`config.mk`:
```
export PLATFORM = sky130hd
export DESIGN_NAME = fifo_rd_ctrl
export DESIGN_NICKNAME = d
export VERILOG_FILES = /design/src/rtl/fifo_pkg.sv /design/src/rtl/fifo_skid2.sv /design/src/rtl/fifo_rd_ctrl.sv
export SDC_FILE = /design/constraint.sdc
export NUM_CORES = 1
export LEC_CHECK = 0
export CORE_ASPECT_RATIO = 0.9
export CORE_UTILIZATION = 34
export CTS_CLUSTER_DIAMETER = 200
export CTS_CLUSTER_SIZE = 12
export DETAILED_ROUTE_END_ITERATION = 10
export GPL_TIMING_DRIVEN = 1
export PLACE_DENSITY = 0.54
export SLEW_MARGIN = 20
export SYNTH_ARGS = -nofsm -noshare
export SYNTH_HDL_FRONTEND = slang
export SYNTH_HIERARCHICAL = 1
export SYNTH_SLANG_ARGS = --single-unit
```
`constraint.sdc`:
```
create_clock -name clk -period 8.45 [get_ports clk]
set_input_delay 2.1125 -clock clk [delete_from_list [all_inputs] [get_ports clk]]
set_output_delay 2.1125 -clock clk [all_outputs]
set_load 0.02 [all_outputs]
```
`src/rtl/fifo_pkg.sv`:
```
// fifo_pkg: shared FIFO size defaults and width-generic Gray/binary helpers
package fifo_pkg;
   localparam int FIFO_WD       = 32;
   localparam int FIFO_MEM_SIZE = 16;
   localparam int GRAY_MAXW     = 64;
   typedef logic [GRAY_MAXW-1:0] gvec_t;
   function automatic gvec_t width_mask(input int w);
      gvec_t m;
      m = '0;
      for (int i = 0; i < GRAY_MAXW; i++) m[i] = (i < w);
      return m;
   endfunction
   function automatic gvec_t bin2gray(input gvec_t b, input int w);
      gvec_t bm;
      bm = b & width_mask(w);
      return bm ^ (bm >> 1);
   endfunction
   function automatic gvec_t gray2bin(input gvec_t g, input int w);
      gvec_t gm, b;
      gm = g & width_mask(w);
      b = '0;
      b[GRAY_MAXW-1] = gm[GRAY_MAXW-1];
      for (int i = GRAY_MAXW - 2; i >= 0; i--) b[i] = b[i+1] ^ gm[i];
      return b;
   endfunction
endpackage

```
`src/rtl/fifo_skid2.sv`:
```
// fifo_skid2: two-entry valid/ready output buffer with a registered head entry
module fifo_skid2 #(
   parameter int WD = 32
) (
   input  logic          clk,
   input  logic          rst,
   input  logic          push,
   input  logic [WD-1:0] din,
   input  logic          pop,
   output logic [1:0]    cnt,
   output logic [WD-1:0] dout,
   output logic          valid
);
   logic [WD-1:0] head_q, head_d, tail_q, tail_d;
   logic [1:0]    cnt_q, cnt_d;
   // head refills from tail (or din when tail is empty); tail takes din only behind a kept head
   always_comb begin
      head_d = (pop && cnt_q == 2'd2) ? tail_q :
               (push && (cnt_q == 2'd0 || (pop && cnt_q == 2'd1))) ? din : head_q;
      tail_d = (push && ((cnt_q == 2'd1 && !pop) || (cnt_q == 2'd2 && pop))) ? din : tail_q;
      cnt_d  = cnt_q + {1'b0, push} - {1'b0, pop};
   end
   // buffer state, cleared so a reset discards anything held
   always_ff @(posedge clk or posedge rst) begin
      if (rst) begin
         head_q <= '0;
         tail_q <= '0;
         cnt_q  <= '0;
      end else begin
         head_q <= head_d;
         tail_q <= tail_d;
         cnt_q  <= cnt_d;
      end
   end
   assign cnt   = cnt_q;
   assign dout  = head_q;
   assign valid = (cnt_q != 2'd0);
endmodule

```
`src/rtl/fifo_rd_ctrl.sv`:
```
// fifo_rd_ctrl: read-domain FIFO controller feeding a valid/ready stream from mem_fifo
module fifo_rd_ctrl
   import fifo_pkg::*;
#(
   parameter int WD       = FIFO_WD,
   parameter int mem_size = FIFO_MEM_SIZE
) (
   input  logic                clk,
   input  logic                rst,
   input  logic [mem_size:0]   wr_ptr_gray,
   output logic [mem_size:0]   rd_ptr_gray,
   output logic                re,
   output logic [mem_size-1:0] re_point,
   input  logic [WD-1:0]       rdata,
   output logic [WD-1:0]       m_data,
   output logic                m_valid,
   input  logic                m_ready,
   output logic                empty,
   output logic [mem_size:0]   level
);
   localparam int PW = mem_size + 1;
   logic [PW-1:0] wq1_q, wq2_q, rd_bin_q, rd_bin_d, rd_gray_q, rd_gray_d, wr_bin;
   logic          inflight_q, pop;
   logic [1:0]    cnt;
   logic [2:0]    occ;
   // words buffered plus in flight after this pop must stay below two before another read issues
   always_comb begin
      wr_bin    = PW'(gray2bin(gvec_t'(wq2_q), PW));
      level     = wr_bin - rd_bin_q;
      empty     = (level == '0);
      pop       = m_valid && m_ready;
      occ       = {1'b0, cnt} + {2'b0, inflight_q} - {2'b0, pop};
      re        = !empty && (occ < 3'd2);
      rd_bin_d  = rd_bin_q + PW'(re);
      rd_gray_d = PW'(bin2gray(gvec_t'(rd_bin_d), PW));
   end
   // write-pointer synchronizer, read pointers and the one-cycle RAM latency marker
   always_ff @(posedge clk or posedge rst) begin
      if (rst) begin
         wq1_q      <= '0;
         wq2_q      <= '0;
         rd_bin_q   <= '0;
         rd_gray_q  <= '0;
         inflight_q <= 1'b0;
      end else begin
         wq1_q      <= wr_ptr_gray;
         wq2_q      <= wq1_q;
         rd_bin_q   <= rd_bin_d;
         rd_gray_q  <= rd_gray_d;
         inflight_q <= re;
      end
   end
   assign rd_ptr_gray = rd_gray_q;
   assign re_point    = rd_bin_q[mem_size-1:0];
   fifo_skid2 #(.WD(WD)) u_skid (
      .clk   (clk),
      .rst   (rst),
      .push  (inflight_q),
      .din   (rdata),
      .pop   (pop),
      .cnt   (cnt),
      .dout  (m_data),
      .valid (m_valid)
   );
endmodule

```
==> impl_metrics.ini <==
[status]
outcome = finished, final reports clean

[floorplan]
coreArea_sq_um = 18600
row_count = 47
start_util = 0.353
ios = 137
fp.dieW_microns = 149
die-area_sq_um = 19900
die_h_microns = 134

[min_path]
hp-class = flop to flop
hold_path_depth = 0

[drt]
wirelength_microns = 13700
wl_met1_microns = 6160
drtIter0Drc = 139
top_layer = met4
vias = 4246
via_per_inst = 4.67
wl_met3_microns = 947
dr_wl_met2_microns = 6430
ant_nets = 0
drtPass1Iterations = 4
drc = 0
detail_route.wl_per_cell_microns = 15.0

[logic_synthesis]
yosysWarnings = 6
synthTopCellsByCount = 134 x dfrtp_1, 66 x mux2_2, 43 x inv_1, 37 x xnor2_1, 30 x mux2_4
synthDistinctLibCells = 53
muxShareOfSynthArea = 0.185
synth_simple_gate_area_frac = 0.0602
synth-xor-area-share = 0.0996
syn-num-nets = 574
avgSynthCellArea_sq_um = 13.2
synth_compound_area_frac = 0.0600
synth_seq_area_share = 0.510
async_flop_share = 1.00
synthCells = 499
synth_area_leaders = dfrtp_1 51%, mux2_2 11%, mux2_4 6.9%
synth_area_sq_um = 6570
ys_seq_elements = 134
synth_fa_ha_area_frac = 0.0461
synth_top_family_by_area = multiplexers
synth_enable_flop_cells = 0
synth_top_area_cell = dfrtp_1
ys_dominant_reg_cell = dfrtp_1
synth.top_cell.area_share = 0.510
yosysMostFrequentCell = dfrtp_1

[sta]
period_share = 0.948
hold_violations = 0
layout_min_cycle_time_ps = 8010
finClkSkew_ps = 8.36
grt_setup_unrepaired = no
fin_tns_setup_ps = 0
fmax_mhz = 125
slew_violations = 0
worst_pin_slew_ps = 1010
setup_viol = 0
slew_headroom = 0.322

[setup_path]
crit_arrival_ps = 5900
worstSetupEndpointType = output port
required_ps = 6340
path_max_fanout = 5
path_class = flop to output port
setup.worst_path.start_class = flop
r2r_cells = 29

[power_and_ir_drop]
peakVddDrop_v = 0.000181
totalPowerFinal_mw = 3.79
powerDensity_nw_per_um2 = 428
p_leak_nw = 3.91

[clock_network]
ctsHoldBuffers = 0
clk_pin_slew_ps = 60
cts_max_level = 4
cts_tree = yes
cts_root_buf = clkbuf_16
clkSinkCount = 134
cts_buffer_depth = 2
numCtsBuffers = 17
clkLatencyLatePin_ps = 410

[global_route]
grt_overflow = 0
grt_pass1_vias = 4510
grt_pass1_wl_microns = 22600
antenna_found_initial = 0
grt_use_total = 0.146
grt_max_degree = 69

[layout]
stdcell_count = 909
layout.nets = 727
drive_gt1_frac = 0.232
insertedDiodeCount = 0
area_growth_pct = 34.7

[placed_design]
port_buffers = 136
place_congestion = 0.785
dp.cells = 875
dpl.hpwl_microns = 9750

[flow_run]
cap_viol_max_count = 0
## metrics by stage
stage,worst slack [ps],util,hold WS [ps],cell area (sq um)
after floorplan,1100,-,331,6570
after global placement,358,0.439,337,8180
after detailed placement,248,0.440,337,8210
after CTS,74.7,0.473,351,8830
after global routing,16.4,0.475,356,8850
final,442,0.475,348,8850
## worst paths after layout
| path | from | endpoint | slack, ps |
|---|---|---|---|
| hold reg to reg | wq1_q[1] | wq2_q[1] | 350 |
| max in group asynchronous | rst | u_skid/tail_q[15] | 5530 |
| min in group asynchronous | rst | wq1_q[12] | 2320 |
| setup reg to reg | wq2_q[15] | rd_ptr_gray[8] | 1350 |
| setup / recovery | wq2_q[15] | empty | 440 |
| hold / removal | wq1_q[1] | wq2_q[1] | 350 |
## flip-flops by register name, indices dropped and copies added, names as in the netlist
register,cells
u_skid/dout,32
rd_ptr_gray,16
rd_bin_q,17
inflight_q,1
wq1_q,17
u_skid/cnt,2
u_skid/tail_q,32
wq2_q,17
## what timing repair did
item / in CTS / in global routing
pin swaps: 2 / 5
endpoints found under the setup margin: 2 / 3
gates resized for setup: 4 / 6
setup buffers: 1 / 2
## metal layers
metal | track usage | up-vias
met2 | 0.240 | 121
met5 | 0 | -
met1 | 0.183 | 2093
met4 | 0.0378 | 0
li1 | - | 2023
met3 | 0.0503 | 9
## worst max-delay path, cell delays in order, from the launching register on
cell and delay [ps]:
dfrtp_1 360, xor3_2 500, xor2_4 190, xnor2_2 160, xnor2_2 220, xor3_2 360
xnor2_4 180, xnor2_4 240, xnor2_4 180, xnor2_1 160, ha_1 200, inv_1 50
fa_1 390, a21o_1 200, a21oi_2 200, o21a_1 210, o21ai_1 160, a21o_1 190
a311o_1 380, a2111oi_0 370, and4_1 240, dlygate4sd2_1 340
## final cells by class
type                            instances  area (sq um)
Tap cell                              245           307
Sequential cell                       134          3350
Timing Repair Buffer                  144          1440
Inverter                               43           161
Fill cell                            1656          9790
Multi-Input combinational cell        312          2990
Clock buffer                           19           453
Clock inverter                         12           153
## power breakdown
group / internal (mW) / leakage, nW / switching, mW
sequential: 0.867 / 1.56 / 0.134
combinational: 1.04 / 2.07 / 0.997
clock: 0.477 / 0.287 / 0.277
## cells by family (layout without fill, tap and decap cells)
kind of cell / Yosys count / after routing
compound gates: 57 / 57
xor+xnor: 62 / 62
fa+ha+maj: 23 / 23
buf+inv: 53 / 218
flops: 134 / 134
mux: 98 / 98
simple gates: 72 / 72
## cell usage in the layout (no fill, tap or decap), types with 4 or more instances in the layout
master and n:
dfrtp_1 134, ha_1 21, clkdlybuf4s50_1 134, a211oi_1 5, nor2_1 13, nand2b_1 4, clkinvlp_4 4, mux2_4 30
nand3_1 4, mux2_2 66, inv_1 41, o21ai_0 7, xor2_1 17, a21oi_1 9, nand2_1 12, o21a_1 6
buf_4 7, nor3_1 11, xnor2_1 37, and2_1 5, a21o_1 10, clkbuf_16 17
Note: power is estimated with default switching activity, not from simulation.
